[config.mk]
export PLATFORM = sky130hd
export DESIGN_NAME = shift_add_multiplier
export DESIGN_NICKNAME = d
export VERILOG_FILES = /design/src/rtl/mult_pkg.sv /design/src/rtl/mult_step.sv /design/src/rtl/shift_add_multiplier.sv
export SDC_FILE = /design/constraint.sdc
export NUM_CORES = 1
export LEC_CHECK = 0
export CAP_MARGIN = 15
export CORE_ASPECT_RATIO = 0.8
export CORE_MARGIN = 2
export CORE_UTILIZATION = 49
export DETAILED_ROUTE_END_ITERATION = 10
export GPL_ROUTABILITY_DRIVEN = 1
export HOLD_SLACK_MARGIN = 0.06
export MAX_ROUTING_LAYER = met4
export PLACE_DENSITY = 0.78
export SETUP_SLACK_MARGIN = 0.3
export SKIP_CTS_REPAIR_TIMING = 1
export SYNTH_ARGS = -nofsm -noshare
export SYNTH_HDL_FRONTEND = slang
export SYNTH_SLANG_ARGS = --single-unit
[constraint.sdc]
create_clock -name clk -period 1.75 [get_ports clk]
set_input_delay 0.4375 -clock clk [delete_from_list [all_inputs] [get_ports clk]]
set_output_delay 0.4375 -clock clk [all_outputs]
set_load 0.01 [all_outputs]
[src/rtl/mult_pkg.sv]
// Shared types and constants for the shift-and-add multiplier: FSM states,
// counter sizing and the legal operand-width range.
package mult_pkg;

  typedef enum logic [1:0] {
    IDLE = 2'd0,
    RUN  = 2'd1,
    DONE = 2'd2
  } state_t;

  localparam int WIDTH_MIN = 2;
  localparam int WIDTH_MAX = 32;

  // Ceiling log2, never less than one bit so a WIDTH=2 counter still exists.
  function automatic int cnt_w(input int width);
    int w;
    w = 1;
    while ((1 << w) < width) w++;
    return w;
  endfunction

endpackage

[src/rtl/mult_step.sv]
// One shift-and-add iteration: conditionally add (or, for the signed MSB step,
// subtract) the multiplicand into the upper accumulator, then shift the pair right.
module mult_step #(
  parameter int WIDTH = 4
) (
  input  logic [WIDTH-1:0] mcand,
  input  logic [WIDTH:0]   acc,
  input  logic [WIDTH-1:0] mplr,
  input  logic             sgn,
  input  logic             last,
  output logic [WIDTH:0]   acc_nxt,
  output logic [WIDTH-1:0] mplr_nxt
);

  logic signed [WIDTH:0] addend;
  logic signed [WIDTH:0] sum;

  always_comb begin
    addend = {sgn & mcand[WIDTH-1], mcand};
    sum    = acc;
    if (mplr[0]) begin
      // Two's-complement MSB carries negative weight, hence the final subtract.
      if (sgn && last) sum = acc - addend;
      else             sum = acc + addend;
    end
    acc_nxt  = {sgn & sum[WIDTH], sum[WIDTH:1]};
    mplr_nxt = {sum[0], mplr[WIDTH-1:1]};
  end

endmodule

[src/rtl/shift_add_multiplier.sv]
// Sequential WIDTH x WIDTH shift-and-add multiplier with valid/ready handshakes.
// Define MULT_SIGNED_EN to add the signed_mode port for two's-complement operands.
module shift_add_multiplier
  import mult_pkg::*;
#(
  parameter int WIDTH = 4
) (
  input  logic               clk,
  input  logic               rst_n,
  input  logic               in_valid,
  output logic               in_ready,
  input  logic [WIDTH-1:0]   a,
  input  logic [WIDTH-1:0]   b,
  output logic               out_valid,
  input  logic               out_ready,
  output logic [2*WIDTH-1:0] product,
  output logic               busy
`ifdef MULT_SIGNED_EN
  ,
  input  logic               signed_mode
`endif
);

  localparam int             CW       = cnt_w(WIDTH);
  localparam logic [CW-1:0]  LAST_CNT = CW'(WIDTH - 1);

  generate
    if (WIDTH < WIDTH_MIN || WIDTH > WIDTH_MAX) begin : g_bad_width
      $error("shift_add_multiplier: WIDTH must lie in 2..32");
    end
  endgenerate

  state_t           state;
  state_t           state_nxt;
  logic [CW-1:0]    count;
  logic [WIDTH:0]   acc;
  logic [WIDTH:0]   acc_nxt;
  logic [WIDTH-1:0] mplr;
  logic [WIDTH-1:0] mplr_nxt;
  logic [WIDTH-1:0] mcand;
  logic             sgn;
  logic             accept;
  logic             last;

  assign accept    = (state == IDLE) && in_valid;
  assign last      = (count == LAST_CNT);
  assign in_ready  = (state == IDLE);
  assign out_valid = (state == DONE);
  assign busy      = (state != IDLE);

  // Control: state register and next-state decode
  always_ff @(posedge clk or negedge rst_n) begin
    if (!rst_n) state <= IDLE;
    else        state <= state_nxt;
  end

  always_comb begin
    state_nxt = state;
    case (state)
      IDLE:    if (in_valid)  state_nxt = RUN;
      RUN:     if (last)      state_nxt = DONE;
      DONE:    if (out_ready) state_nxt = IDLE;
      default:                state_nxt = IDLE;
    endcase
  end

  mult_step #(.WIDTH(WIDTH)) u_step (
    .mcand    (mcand),
    .acc      (acc),
    .mplr     (mplr),
    .sgn      (sgn),
    .last     (last),
    .acc_nxt  (acc_nxt),
    .mplr_nxt (mplr_nxt)
  );

  // Datapath: operand capture, iteration and result load
  always_ff @(posedge clk or negedge rst_n) begin
    if (!rst_n) begin
      count   <= '0;
      acc     <= '0;
      mplr    <= '0;
      mcand   <= '0;
      product <= '0;
    end else if (accept) begin
      count <= '0;
      acc   <= '0;
      mplr  <= b;
      mcand <= a;
    end else if (state == RUN) begin
      count <= count + 1'b1;
      acc   <= acc_nxt;
      mplr  <= mplr_nxt;
      if (last) product <= {acc_nxt[WIDTH-1:0], mplr_nxt};
    end
  end

`ifdef MULT_SIGNED_EN
  always_ff @(posedge clk or negedge rst_n) begin
    if (!rst_n)      sgn <= 1'b0;
    else if (accept) sgn <= signed_mode;
  end
`else
  assign sgn = 1'b0;
`endif

endmodule

## After elaboration in Yosys (flattened, before gate mapping)

Index checks and enable logic that the tools add are counted.

| word-level totals | value |
|---|---|
| bits in registers | 25 |
| bits of input ports | 12 |
| logic and storage cells | 32 |

| cells by class | value |
|---|---|
| add/sub/neg operators | 2 |
| equal/unequal tests | 6 |
| multiplexer cells | 11 |
| bitwise operators | 1 |
| reductions and logical operators | 6 |

Operators with widths:

| cell | count |
|---|---|
| $mux W5 | 3 |
| $mux W2 | 5 |
| $mux W4 | 2 |
| $pmux W2 S3 | 1 |
| $reduce_and A3 Y1 | 2 |
| $add A5 B4 Y5 | 1 |
| $eq A2 B2 Y1 const B | 2 |
| $ne A2 B2 Y1 const B | 2 |
| $reduce_bool A2 Y1 | 2 |
| $add A2 B1 Y2 const B | 1 |
| $eq A2 B1 Y1 const B | 1 |
| $logic_not A2 Y1 | 1 |
| $ne A2 B1 Y1 const B | 1 |
| $logic_and A1 B1 Y1 | 1 |
| $not A1 Y1 | 1 |

## Longest topological paths before layout

Gate-level depths: netlist of run 1.

| depth | value |
|---|---|
| depth in word-level cells | 4 |
| gate-level depth with buffers | 7 |
| gate-level depth less buffers | 7 |

## Modules after synthesis

From an unflattened synthesis of run 1, not the netlist that was laid out.

| second synthesis, totals | value |
|---|---|
| cells, all modules | 125 |
| area total of the unflattened synthesis | 1410.1 um^2 |

By module, submodules not included:

| module | instances | cells an instance | area each (um^2) | sequential area each (um^2) |
|---|---|---|---|---|
| shift_add_multiplier | 1 | 78 | 1067.3 | 625.6 |
| mult_step | 1 | 47 | 342.8 | 0.0 |

## Worst setup path after synthesis of run 1

Ideal clock, no wire load.

| path | value |
|---|---|
| path type | register -> register |
| start point | register acc[2] |
| end point | register acc[2] |
| setup time | 0.128 ns |
| arrival time | 1.458 ns |
| required time | 1.622 ns |
| setup slack | 0.165 ns |
| cell stages (with the launch flop) | 6 |
| buffers on the path | 0 |
| cells stage by stage | dfrtp_1 > ha_1 > and3_1 > or3_1 > a31oi_1 > o21ai_0 |

| on the way | value |
|---|---|
| cells in the longest elaborated chain, start to end | 4 |

RTL lines:

| item | line | RTL |
|---|---|---|
| from (decl) | shift_add_multiplier.sv:36 | `logic [WIDTH:0] acc;` |
| from (signal assigned) | shift_add_multiplier.sv:92 | `acc <= acc_nxt;` |
| $add A5 B4 Y5 | mult_step.sv:24 | `else sum = acc + addend;` |
| $mux W5 | mult_step.sv:21 | `if (mplr[0]) begin` |
| $mux W5 | shift_add_multiplier.sv:90 | `end else if (state == RUN) begin` |
| $mux W5 | shift_add_multiplier.sv:85 | `end else if (accept) begin` |

Every way passes these cells. The select of a mux whose other input is x is not followed.
A chain may end at the register's enable or synchronous reset.

## Final worst setup path of run 1

| path | value |
|---|---|
| start point | register acc[1] |
| end point | register product[6] |

| on the way | value |
|---|---|
| cells in the longest elaborated chain, start to end | 2 |

RTL lines:

| item | line | RTL |
|---|---|---|
| $add A5 B4 Y5 | mult_step.sv:24 |  |
| $mux W5 | mult_step.sv:21 |  |
| to (signal assigned) | shift_add_multiplier.sv:94 | `if (last) product <= {acc_nxt[WIDTH-1:0], mplr_nxt};` |
| to (decl) | shift_add_multiplier.sv:16 | `output logic [2*WIDTH-1:0] product,` |

Every way passes these cells.

==> results.txt, run 1 <==
----------------------------------------------------
[Outcome]
  Outcome ... finished clean

[Drt]
  DR pass1 iterations ... 4
  DR iter-0 viols ... 16
  Count of unresolved DRC violations after routing ... 0
  Average wire per standard cell ... 14.85 µm
  Final antenna-violating net count ... 0
  Routed via count divided by cell count ... 5.246
  Final wirelength ... 2539 µm
  Total number of vias ... 897

[Layout]
  Post-route non-filler standard cell count ... 171
  Antenna Diode Count ... 0
  Finished layout cell area ... 1610 µm²
  Area Growth Syn to Fin ... 43.64%
  Layout cells sized above 1 ... 0.2534
  Net count of the finished layout ... 165

[Critical path]
  CP startpoint kind ... register
  Slack of the worst reg-to-reg path ... 0.12 ns
  Reg2Reg Capture Point ... product[6]
  Worst EP required ... 1.99 ns
  Critical path buffers and inverters ... 0
  FF-to-FF path depth ... 5
  CP delay by family, top ... simple AND/OR/NAND/NOR gates
  Class of the most critical setup path ... reg -> reg
  Endpoint kind of the worst setup timing path ... register
  CP Cell Sequence ... ha_1 > and3_4 > or3_4 > a31oi_4 > o21ai_1
  Slowest CP cell ... sky130_fd_sc_hd__dfrtp_1
  Max stage delay on crit path ... 0.46 ns
  Worst reg2reg startpoint ... acc[1]
  Worst-path maximum fanout ... 4
  Data arrival time of the worst path ... 1.87 ns

[Synthesis]
  Net Count, Synth ... 129
  Area fraction of the dominant cell type after synthesis ... 0.5357
  Sequential share of the synthesized area ... 0.5357
  Most used flip-flop cell after synthesis ... sky130_fd_sc_hd__dfrtp_1
  FF+latch count, synth ... 24
  Synthesized instance count ... 111
  Cell area after technology mapping ... 1121 µm²
  Post-synthesis cell type with the largest combined area ... sky130_fd_sc_hd__dfrtp_1
  Number of enable flip-flop cells after synthesis ... 0
  Count of distinct cell types in the synthesized netlist ... 29
  Share of flip-flops with an asynchronous set or reset after synthesis ... 1.000
  Yosys warning total ... 0
  Post-Syn Area per Cell ... 10.10 µm²
  Top area cells in the synthesized netlist ... sky130_fd_sc_hd__dfrtp_1, sky130_fd_sc_hd__nand2_1, sky130_fd_sc_hd__ha_1

[STA]
  Number of setup violations in the final report ... 0
  Worst Setup Slack, final ... 0.1199 ns
  Final number of hold-violating endpoints ... 0
  RSZ-0062 raised after global routing ... true
  Setup Skew ... 0.01261 ns
  Slew at the pin closest to its max-slew limit ... 0.4235 ns
  Headroom to the max-slew limit ... 0.7177
  Maximum operating frequency ... 613.4 MHz
  Clock period minus worst slack ... 1.630 ns
  Final number of max-transition violations ... 0
  Fraction of the cycle the final worst path needs ... 0.9315

[Placed design]
  HPWL after detailed placement ... 1659 µm
  Area after detailed placement ... 1389 µm²
  PortBufs ... 22
  Cell count after placement ... 157
  Setup slack after placement ... 0.07886 ns
  Weighted congestion reported at the end of routability-driven placement ... 0.8565

[Power]
  Fraction of power spent switching nets ... 0.3841
  Combinational share of power ... 0.510
  Pint ... 1.816 mW
  Leakage power ... 0.8654 nW
  Worst VDD drop ... 1331 µV
  Cell Pwr Density ... 1831 nW/µm²
  Switching power summed over all nets ... 1.133 mW
  Clock network power share ... 0.139
  Sequential share of power ... 0.351

[Global routing]
  Total global routing track utilization ... 0.2011
  Global-route wire length before repair ... 3746 µm
  Initial antenna violation count ... 0
  Total congestion overflow after global routing ... 0
  Maximum number of pins on one net before global-route repair ... 25
  Via count of the first global-routing pass ... 803

[Clocking]
  CTS HTree Levels ... 1
  Clock latency on the worst-skew pair ... 0.33 ns
  Clock root buffer master ... sky130_fd_sc_hd__clkbuf_4
  Clock transition time at the flip-flop clock pins of the worst setup and hold paths ... 0.14 ns
  Number of buffers inserted during clock tree synthesis ... 3
  Number of sinks handled by clock tree synthesis ... 24
  Clock tree from TritonCTS ... done
  Clock tree buffer depth ... 2

[Floorplan]
  Initial Utilization ... 0.5194
  Number of I/O pins ... 23
  Area inside the core boundary ... 2158 µm²
  Floorplan die width ... 57.48 µm
  Floorplan die area ... 2689 µm²
  Site row count ... 15
  Die outline height ... 46.78 µm

[Min path]
  Classification of the worst-slack hold path ... in -> async

[Job]
  Number of max-capacitance violations reported ... 0

----------------------------------------------------
-- worst max-delay path by stage --
stage                       endpoint  depth (start not counted)      from
after floorplan               acc[2]                          5  mcand[2]
after global placement       mplr[2]                          4  in_valid
after detailed placement     mplr[2]                          4  in_valid
after CTS                  out_valid                          3  state[0]
after global routing      product[6]                          5    acc[1]
final                     product[6]                          5    acc[1]
-- layout by cell type, fill, tap and decap left out, types with 3 or more instances in the layout --
cell type and n:
sky130_fd_sc_hd__clkdlybuf4s50_1 11, sky130_fd_sc_hd__dfrtp_1 22, sky130_fd_sc_hd__buf_4 11, sky130_fd_sc_hd__o21ai_1 15, sky130_fd_sc_hd__inv_1 5, sky130_fd_sc_hd__nand3_1 3
sky130_fd_sc_hd__ha_1 3, sky130_fd_sc_hd__dlymetal6s2s_1 9, sky130_fd_sc_hd__clkbuf_4 3, sky130_fd_sc_hd__nand2_1 25
-- cell type report --
type | instances | area, µm²
inverter | 6 | 22.52
fill | 149 | 548.0
multi-input combinational | 78 | 568.0
clock buffer | 3 | 22.52
clock inverter | 1 | 30.03
timing repair buffer | 34 | 332.8
tap | 25 | 31.28
sequential | 24 | 603.1
-- through the flow --
step / util / setup TNS [ns] / hold slack (ns) / power [mW]
after floorplan: - / 0 / 0.1419 / 1.755
after global placement: 0.6435 / 0 / 0.4665 / 2.142
after detailed placement: 0.6435 / 0 / 0.4746 / 2.206
after CTS: 0.6678 / -0.7000 / 0.4666 / 2.604
after global routing: 0.7461 / 0 / 0.4716 / 3.169
final: 0.7461 / 0 / 0.4436 / 2.949
-- cells by family after synthesis --
kind of cell | share of synthesized area
simple gates | 0.1808
compound gates | 0.1295
flops | 0.5357
buf+inv | 0.03459
fa+ha+maj | 0.07366
mux | 0.03795
xor+xnor | 0.007814
-- power groups by stage --
stage               Combinational [mW]  Clock, mW  Sequential, mW
floorplan                        0.778          0           0.977
global placement                  1.15          0           0.993
detailed placement                1.20          0            1.00
CTS                               1.20      0.410           0.993
global route                      1.66      0.430            1.08
finish                            1.50      0.410            1.04
-- registers in the layout (all words and copies together) (netlist names) --
signal	flops
acc	4
product	8
mplr	4
state	2
count	2
mcand	4
-- synth_stat cells, drive strengths merged, types with 3 or more instances --
cell type,n
nand2,27
ha,5
inv,6
nor2,4
dfrtp,24
o21ai,18
nand3,3
-- routing by layer --
metal  global-route usage  part of all wire  vias up  routed length (µm)
met1               0.2581              0.46      423                1177
met4              0.05581             0.023        0                  59
met5                    -                 0        -                   0
met3              0.06887             0.046        7                 118
li1                     -                 -      445                   -
met2               0.3091              0.47       22                1183
Power figures use the tool's default switching activity.
==> run 2: changes to the inputs <==
--- a/config.mk
+++ b/config.mk
@@ -5,7 +5,7 @@
 export SDC_FILE = /design/constraint.sdc
 export NUM_CORES = 1
 export LEC_CHECK = 0
-export CAP_MARGIN = 15
+export CAP_MARGIN = 20
 export CORE_ASPECT_RATIO = 0.8
 export CORE_MARGIN = 2
 export CORE_UTILIZATION = 49
==> results of run 2 <==
Same layout as run 1: the final DEF is identical, and so are final timing and power.
